## src/rtl/uart_pkg.sv

```systemverilog
// Shared UART definitions: FSM state encoding, frame constants and bit-period computation.
// Used by both the receiver and the transmitter.
`timescale 1ns/1ps
package uart_pkg;

   localparam int DATA_BITS = 8;
   localparam int STOP_BITS = 1;

   typedef enum logic [2:0] {
      S_IDLE      = 3'd0,
      S_START     = 3'd1,
      S_DATA      = 3'd2,
      S_STOP      = 3'd3,
      S_WAIT_IDLE = 3'd4,
      S_PARITY    = 3'd5
   } state_t;

   function automatic int clks_per_bit(input int clk_freq, input int baud_rate);
      return clk_freq / baud_rate;
   endfunction

endpackage

```

## src/rtl/sync_2ff.sv

```systemverilog
// Two-flop synchroniser for a single asynchronous input; both flops reset to RESET_VAL.
`timescale 1ns/1ps
module sync_2ff #(
   parameter logic RESET_VAL = 1'b1
) (
   input  logic clk,
   input  logic rst,
   input  logic d,
   output logic q
);

   logic meta;

   always_ff @(posedge clk or posedge rst) begin
      if (rst) begin
         meta <= RESET_VAL;
         q    <= RESET_VAL;
      end else begin
         meta <= d;
         q    <= meta;
      end
   end

endmodule

```

## src/rtl/uart_rx.sv

```systemverilog
// 8N1 UART receiver with mid-bit sampling and registered valid/frame_err strobes.
// Define UART_RX_PARITY_EN for 8E1 operation (even parity bit between data and stop).
`timescale 1ns/1ps
module uart_rx
   import uart_pkg::*;
#(
   parameter int CLK_FREQ  = 50_000_000,
   parameter int BAUD_RATE = 115200
) (
   input  logic       clock_50M,
   input  logic       rst,
   input  logic       rx,
   output logic [7:0] rx_data,
   output logic       valid,
   output logic       frame_err,
   output logic       busy
);

   localparam int               CLKS_PER_BIT = clks_per_bit(CLK_FREQ, BAUD_RATE);
   localparam int               CNT_W        = $clog2(CLKS_PER_BIT);
   localparam logic [CNT_W-1:0] HALF_LAST    = CNT_W'(CLKS_PER_BIT / 2 - 1);
   localparam logic [CNT_W-1:0] BIT_LAST     = CNT_W'(CLKS_PER_BIT - 1);
   localparam logic [2:0]       IDX_LAST     = 3'(DATA_BITS - 1);

   state_t                 state, next_state;
   logic                   rx_s;
   logic [CNT_W-1:0]       clk_cnt;
   logic [2:0]             bit_idx;
   logic [DATA_BITS-1:0]   shift_reg;
   logic                   bit_end, cnt_clr, sample, ok_set, err_set;
   logic                   ok_p0, err_p0;
   logic                   par_bad;

   sync_2ff #(.RESET_VAL(1'b1)) u_sync (
      .clk (clock_50M),
      .rst (rst),
      .d   (rx),
      .q   (rx_s)
   );

   assign bit_end = (clk_cnt == BIT_LAST);
   assign cnt_clr = (next_state != state) || bit_end;

   always_comb begin
      next_state = state;
      sample     = 1'b0;
      ok_set     = 1'b0;
      err_set    = 1'b0;
      case (state)
         S_IDLE: if (!rx_s) next_state = S_START;
         S_START: begin
            // A start bit that has gone high again by mid-bit is treated as noise.
            if (clk_cnt == HALF_LAST) next_state = rx_s ? S_IDLE : S_DATA;
         end
         S_DATA: begin
            if (bit_end) begin
               sample = 1'b1;
`ifdef UART_RX_PARITY_EN
               if (bit_idx == IDX_LAST) next_state = S_PARITY;
`else
               if (bit_idx == IDX_LAST) next_state = S_STOP;
`endif
            end
         end
`ifdef UART_RX_PARITY_EN
         S_PARITY: if (bit_end) next_state = S_STOP;
`endif
         S_STOP: begin
            if (bit_end) begin
               if (rx_s && !par_bad) begin
                  ok_set     = 1'b1;
                  next_state = S_IDLE;
               end else begin
                  err_set    = 1'b1;
                  next_state = rx_s ? S_IDLE : S_WAIT_IDLE;
               end
            end
         end
         S_WAIT_IDLE: if (rx_s) next_state = S_IDLE;
         default: next_state = S_IDLE;
      endcase
   end

   always_ff @(posedge clock_50M or posedge rst) begin
      if (rst) begin
         state     <= S_IDLE;
         clk_cnt   <= '0;
         bit_idx   <= '0;
         shift_reg <= '0;
         ok_p0     <= 1'b0;
         err_p0    <= 1'b0;
         valid     <= 1'b0;
         frame_err <= 1'b0;
         busy      <= 1'b0;
         rx_data   <= '0;
      end else begin
         state   <= next_state;
         clk_cnt <= cnt_clr ? '0 : clk_cnt + 1'b1;
         if (state == S_IDLE) bit_idx <= '0;
         else if (sample)     bit_idx <= bit_idx + 1'b1;
         if (sample) shift_reg <= {rx_s, shift_reg[DATA_BITS-1:1]};
         // Output stage: strobes and busy are registered one cycle after the decision.
         ok_p0     <= ok_set;
         err_p0    <= err_set;
         valid     <= ok_p0;
         frame_err <= err_p0;
         busy      <= (state != S_IDLE);
         if (ok_p0) rx_data <= shift_reg;
      end
   end

`ifdef UART_RX_PARITY_EN
   always_ff @(posedge clock_50M or posedge rst) begin
      if (rst)                             par_bad <= 1'b0;
      else if (state == S_PARITY && bit_end) par_bad <= ^{shift_reg, rx_s};
   end
`else
   assign par_bad = 1'b0;
`endif

endmodule

```

## config.mk

```make
export PLATFORM = sky130hd
export DESIGN_NAME = uart_rx
export DESIGN_NICKNAME = d
export VERILOG_FILES = /design/src/rtl/uart_pkg.sv /design/src/rtl/sync_2ff.sv /design/src/rtl/uart_rx.sv
export SDC_FILE = /design/constraint.sdc
export NUM_CORES = 1
export LEC_CHECK = 0
export CAP_MARGIN = 10
export CORE_AREA = 2 2 54 81
export CTS_CLUSTER_SIZE = 12
export DETAILED_ROUTE_END_ITERATION = 8
export DIE_AREA = 0 0 56 83
export PLACE_DENSITY = 0.74
export SYNTH_ARGS = -nofsm -noshare
export SYNTH_HDL_FRONTEND = slang
export SYNTH_SLANG_ARGS = --single-unit
```

## constraint.sdc

```tcl
create_clock -name clock_50M -period 2.6 [get_ports clock_50M]
set_input_delay 0.52 -clock clock_50M [delete_from_list [all_inputs] [get_ports clock_50M]]
set_output_delay 0.52 -clock clock_50M [all_outputs]
set_load 0.02 [all_outputs]
```

==> impl_metrics.env, run 1 <==
export IMPL_io_pins=14
export IMPL_ys_ff_latch=38
export IMPL_cpMaxStageDelayCell="or4b_4"
export IMPL_synth_top_cells_by_count="dfrtp_1 (36), mux2_2 (14), nor2_1 (10)"
export IMPL_cap_violations=0
export IMPL_cp_required_ps=2770
export IMPL_yosysSeqAreaShare_pct=55.54
export IMPL_synth_most_common_cell="dfrtp_1"
export IMPL_finalMaxSlewViolations=0
export IMPL_drive_above_1_share_pct=18.47
export IMPL_post_cts_buffers=0
export IMPL_tightest_slew_ps=471.5
export IMPL_routed_wl_mm=2.958
export IMPL_cpPeakStageDelay_ps=600
export IMPL_path_cells="or4b_4, nor4_4, buf_4, mux2_2"
export IMPL_synth_area_leader_cell="dfrtp_1"
export IMPL_placed_area_mm2=0.001886
export IMPL_synth_edf_count=0
export IMPL_synth_top_family_by_area="simple AND/OR/NAND/NOR gates"
export IMPL_synthSimpleGateAreaFrac_pct=12.76
export IMPL_start_kind="flop"
export IMPL_diodes=0
export IMPL_synth_warnings=0
export IMPL_p_total_mw=1.018
export IMPL_grt_pass1_wl_mm=5.188
export IMPL_synth_cells=139
export IMPL_leakage_nw=0.9194
export IMPL_wl_per_cell_um=14.64
export IMPL_fp_dieH_um=83
export IMPL_synth_compound_area_share_pct=8.455
export IMPL_async_flop_share_pct=100.0
export IMPL_netlist_area_mm2=0.001717
export IMPL_synthXorXnorAreaFrac_pct=4.082
export IMPL_fill_cells=359
export IMPL_avgSynthCellArea_um2=12.35
export IMPL_initial_core_util_pct=43.75
export IMPL_grt_total_usage_pct=14.29
export IMPL_viasPerCell=5.475
export IMPL_gp_congestion=0.8599
export IMPL_grt_pass1_vias=1164
export IMPL_portBuffers=13
export IMPL_period_share_pct=75.64
export IMPL_power_density_mw_per_mm2=514.9
export IMPL_ff_latch_area_um2=953.4
export IMPL_synthTopCellsByArea="dfrtp_1 (52%), mux2_2 (9.2%), a211oi_1 (3.9%), ha_1 (3.6%), xnor2_1 (3.6%)"
export IMPL_dieArea_mm2=0.004648
export IMPL_cts_buffers=5
export IMPL_num_rows=28
export IMPL_cts_resized=0
export IMPL_critPathLaunch="clk_cnt[2]"
export IMPL_cp_end_kind="flop"
export IMPL_nets=164
export IMPL_core_mm2=0.003924
export IMPL_vias=1106
export IMPL_cts_sinks=38
export IMPL_final_core_util_pct=50.38
export IMPL_area_growth_pct=15.16
export IMPL_ys_flop_type="dfrtp_1"
export IMPL_synth_cell_types=33
export IMPL_place_inst=194
export IMPL_synth_adder_area_share_pct=3.644
export IMPL_finalHoldViolCount=0
export IMPL_max_freq_ghz=0.5085
export IMPL_relSlewSlack_pct=68.33
export IMPL_run_status="complete, no violations"
export IMPL_cts_clk_slew_worst_paths_ps=70
export IMPL_final_area_mm2=0.001977
export IMPL_first_pass_iters=4
export IMPL_grt_overflow=0
export IMPL_multi_input_area_um2=696.9
export IMPL_critPathMaxFanout=11
export IMPL_synthesis_nets=147
export IMPL_drtIter0Drc=25
export IMPL_cts_hold_buf=0
export IMPL_netlist_area_leader_share_pct=52.48
export IMPL_critical_path_class="flop to flop"
export IMPL_cts_tree="yes"
export IMPL_arrival_ps=2140
export IMPL_grt_max_degree=39
export IMPL_h_tree_depth=2
export IMPL_synthMuxAreaShare_pct=11.66
export IMPL_setup_violations=0
export IMPL_peakVddDrop_uv=480.1
export IMPL_worstHoldStart="u_sync.meta"
export IMPL_insertion_delay_ps=280
export IMPL_die_w_um=56
export IMPL_hp_class="flop to flop"
export IMPL_drc=0
export IMPL_r2r_start="clk_cnt[2]"
export IMPL_cts_root_buf="clkbuf_8"
export IMPL_clockBufferDepth=2
export IMPL_antenna_left=0
export IMPL_largest_register_ffs=9
export IMPL_final_cells=202
export IMPL_fin_setup_tns_ps=0
export IMPL_hpwl_mm=2.067
export IMPL_antenna_found_initial=0
export IMPL_grt_setup_unrepaired="false"
export IMPL_period_needed_ps=1967
export IMPL_finClkSkew_ps=4.097
[layout by cell type, fill, tap and decap left out, drive strengths merged]
cell type       n
buf             3
and4b           1
nor3b           1
nand2           5
nor3            4
xnor2           7
a21oi           5
dfstp           2
and4            1
nand4           5
clkdlybuf4s50  13
clkinv          1
o21ai           2
nor2b           1
nand4b          1
xor2            1
inv             7
a221o           1
mux2           16
a32oi           1
a21o            1
nor4b           1
dfrtp          36
a211oi          9
clkbuf          7
nand3           4
mux2i           2
nor4            1
nand2b          1
nor2           10
or4b            1
ha              5
o31a            1
[critical path: cells and delay by family, from the launching register on]
kind | cells | cell delay [ps]
buffers and inverters | 1 | 230
and+or+nand+nor | 2 | 810
muxes | 1 | 350
DFF | 1 | 460
[routing by layer]
metal,vias to the layer above,global-route usage (%),share of wire [%]
li1,529,-,-
met1,547,15.03,41
met2,25,25.24,52
met3,5,4.673,4.1
met4,0,6.494,2.3
met5,-,0,0
[stage by stage]
| stage | setup WS [ps] | hold WS [ps] |
|---|---|---|
| floorplan | 691.0 | 331.2 |
| global placement | 702.0 | 333.1 |
| detailed placement | 637.2 | 347.2 |
| CTS | 619.8 | 357.5 |
| global route | 505.2 | 365.2 |
| finish | 633.5 | 358.0 |
[power by group]
group	switching, mW	leakage, nW	total [mW]	internal [mW]
Sequential	0.00169	0.504	0.596	0.594
Clock	0.193	0.0482	0.407	0.214
Combinational	0.0115	0.367	0.0155	0.00403
Total	0.206	0.919	1.02	0.812
[worst paths after layout]
check	to	slack (ps)	depth (start not counted)
max	shift_reg[4]	630	4
min reg2reg	u_sync.q	360	0
max reg2reg	shift_reg[4]	630	4
min in group asynchronous	frame_err	640	3
max in group asynchronous	u_sync.q	1620	3
min	u_sync.q	360	0
[kinds of logic after synthesis]
logic type               after synthesis
adder cells (fa/ha/maj)                5
XOR/XNOR                               8
AO/OA/AOI/OAI                         20
multiplexers                          18
AND/OR/NAND/NOR                       37
buffers and inverters                 13
flip-flops                            38
[layout make-up]
cell class	count	area share, %
timing repair buffer	16	7.721
sequential	38	48.23
inverter	7	1.329
clock inverter	1	0.2532
tap	45	2.848
multi-input combinational	88	35.25
clock buffer	7	4.367
Power figures use the tool's default switching activity.
==> inputs of run 2 (changes only) <==
==> constraint.sdc (replaced) <==
create_clock -name clock_50M -period 2 [get_ports clock_50M]
set_input_delay 0.4 -clock clock_50M [delete_from_list [all_inputs] [get_ports clock_50M]]
set_output_delay 0.4 -clock clock_50M [all_outputs]
set_load 0.02 [all_outputs]
==> run 2 against run 1 <==
Effect of this change:
- global-route usage is essentially flat
- register-to-register slack lost 520 ps
- final cell count grew 3.0%
- non-clock buffer count grew 5
==> impl_metrics.env, run 2 (synthesized netlist as in run 1, its figures left out) <==
export IMPL_drtIter0Drc=23
export IMPL_p_total_mw=1.425
export IMPL_run_status="complete, no violations"
export IMPL_r2r_cells=6
export IMPL_h_tree_depth=2
export IMPL_r2r_slack_ps=120
export IMPL_largest_register_ffs=9
export IMPL_peakVddDrop_uv=521.8
export IMPL_finalHoldViolCount=0
export IMPL_routed_wl_mm=3.186
export IMPL_die_w_um=56
export IMPL_first_pass_iters=5
export IMPL_r2r_start="clk_cnt[1]"
export IMPL_cts_clk_slew_worst_paths_ps=80
export IMPL_finalMaxSlewViolations=0
export IMPL_area_growth_pct=19.68
export IMPL_finClkSkew_ps=8.985
export IMPL_power_density_mw_per_mm2=693.6
export IMPL_cp_required_ps=2170
export IMPL_critical_path_class="flop to flop"
export IMPL_critPathLaunch="clk_cnt[1]"
export IMPL_tightest_slew_ps=508.1
export IMPL_period_share_pct=94.18
export IMPL_diodes=0
export IMPL_core_mm2=0.003924
export IMPL_initial_core_util_pct=43.75
export IMPL_nets=170
export IMPL_insertion_delay_ps=290
export IMPL_portBuffers=13
export IMPL_cpPeakStageDelay_ps=430
export IMPL_cts_root_buf="clkbuf_8"
export IMPL_final_area_mm2=0.002054
export IMPL_critPathMaxFanout=11
export IMPL_period_needed_ps=1884
export IMPL_cts_tree="yes"
export IMPL_path_cells="inv_1, ha_1, nand4_1, nor4_4, buf_4, mux2_2"
export IMPL_viasPerCell=5.563
export IMPL_clockBufferDepth=2
export IMPL_grt_pass1_wl_mm=5.264
export IMPL_r2r_end="shift_reg[3]"
export IMPL_hp_class="flop to flop"
export IMPL_grt_pass1_vias=1194
export IMPL_drc=0
export IMPL_vias=1157
export IMPL_min_path_cells=0
export IMPL_cpMaxStageDelayCell="dfrtp_1"
export IMPL_crit_path_end="shift_reg[3]"
export IMPL_timing_final_ws_setup_ps=116.3
export IMPL_grt_max_degree=39
export IMPL_pre_cts_ws_ps=56.66
export IMPL_cts_sinks=38
export IMPL_grt_overflow=0
export IMPL_grt_total_usage_pct=14.29
export IMPL_final_core_util_pct=52.36
export IMPL_final_common_cell="dfrtp_1"
export IMPL_cp_end_kind="flop"
export IMPL_wl_per_cell_um=15.32
export IMPL_arrival_ps=2050
export IMPL_leakage_nw=0.9562
export IMPL_antenna_left=0
export IMPL_dieArea_mm2=0.004648
export IMPL_cts_hold_buf=0
export IMPL_max_freq_ghz=0.5309
export IMPL_drive_above_1_share_pct=22.09
export IMPL_hpwl_mm=2.125
export IMPL_cts_buffers=5
export IMPL_setup_violations=0
export IMPL_layout_common_cells="dfrtp_1 (36), mux2_2 (14), clkdlybuf4s50_1 (13)"
export IMPL_fp_dieH_um=83
export IMPL_num_rows=28
export IMPL_relSlewSlack_pct=65.87
export IMPL_gp_congestion=0.8276
export IMPL_cap_violations=0
export IMPL_antenna_found_initial=0
export IMPL_fin_setup_tns_ps=0
export IMPL_start_kind="flop"
export IMPL_placed_area_mm2=0.001916
export IMPL_io_pins=14
-- run 2: worst max-delay path: cells and delay by family (launching register included) --
| family | cells | cell delay [ps] |
|---|---|---|
| flip-flops | 1 | 430 |
| adder cells (fa/ha/maj) | 1 | 160 |
| multiplexers | 1 | 350 |
| AND/OR/NAND/NOR | 2 | 490 |
| buffers and inverters | 2 | 340 |
-- run 2: where the power goes --
| group | total [mW] | switching (mW) | leakage, nW | internal, mW |
|---|---|---|---|---|
| clock network | 0.630 | 0.263 | 0.0579 | 0.367 |
| logic | 0.0206 | 0.0154 | 0.394 | 0.00525 |
| registers | 0.774 | 0.00251 | 0.504 | 0.772 |
| total | 1.43 | 0.281 | 0.956 | 1.14 |
-- run 2: area by class of cell --
type / instances / area (um2)
Fill cell: 357 / 1869
Sequential cell: 38 / 953.4
Multi-Input combinational cell: 89 / 719.4
Timing Repair Buffer: 21 / 190.2
Clock buffer: 5 / 68.82
Tap cell: 45 / 56.30
Clock inverter: 3 / 40.04
Inverter: 7 / 26.28
-- run 2: how the worst min path moves through the flow --
stage	start	end	slack, ps
floorplan	err_p0	frame_err	330
CTS	err_p0	frame_err	360
finish	err_p0	frame_err	350
global route	u_sync.meta	u_sync.q	360
detailed placement	err_p0	frame_err	340
global placement	err_p0	frame_err	330
-- run 2: timing repair --
action	in CTS	in global routing
resized for setup	0	2
setup endpoints to repair	0	9
setup buffers	0	1
-- run 2: through the flow --
| stage | hold WS [ps] | cells |
|---|---|---|
| after detailed placement | 340.2 | 198 |
| after floorplan | 331.2 | 139 |
| after CTS | 358.6 | 206 |
| final | 354.9 | 208 |
| after global placement | 332.5 | 198 |
| after global routing | 361.3 | 208 |
-- run 2: layer usage --
| metal | GRT usage, % | part of all wire [%] | vias up | routed length (um) |
|---|---|---|---|---|
| li1 | - | - | 545 | - |
| met1 | 15.35 | 40 | 583 | 1289 |
| met2 | 25.56 | 56 | 25 | 1769 |
| met3 | 4.206 | 3.1 | 4 | 100 |
| met4 | 5.844 | 0.85 | 0 | 27 |
| met5 | 0 | 0 | - | 0 |
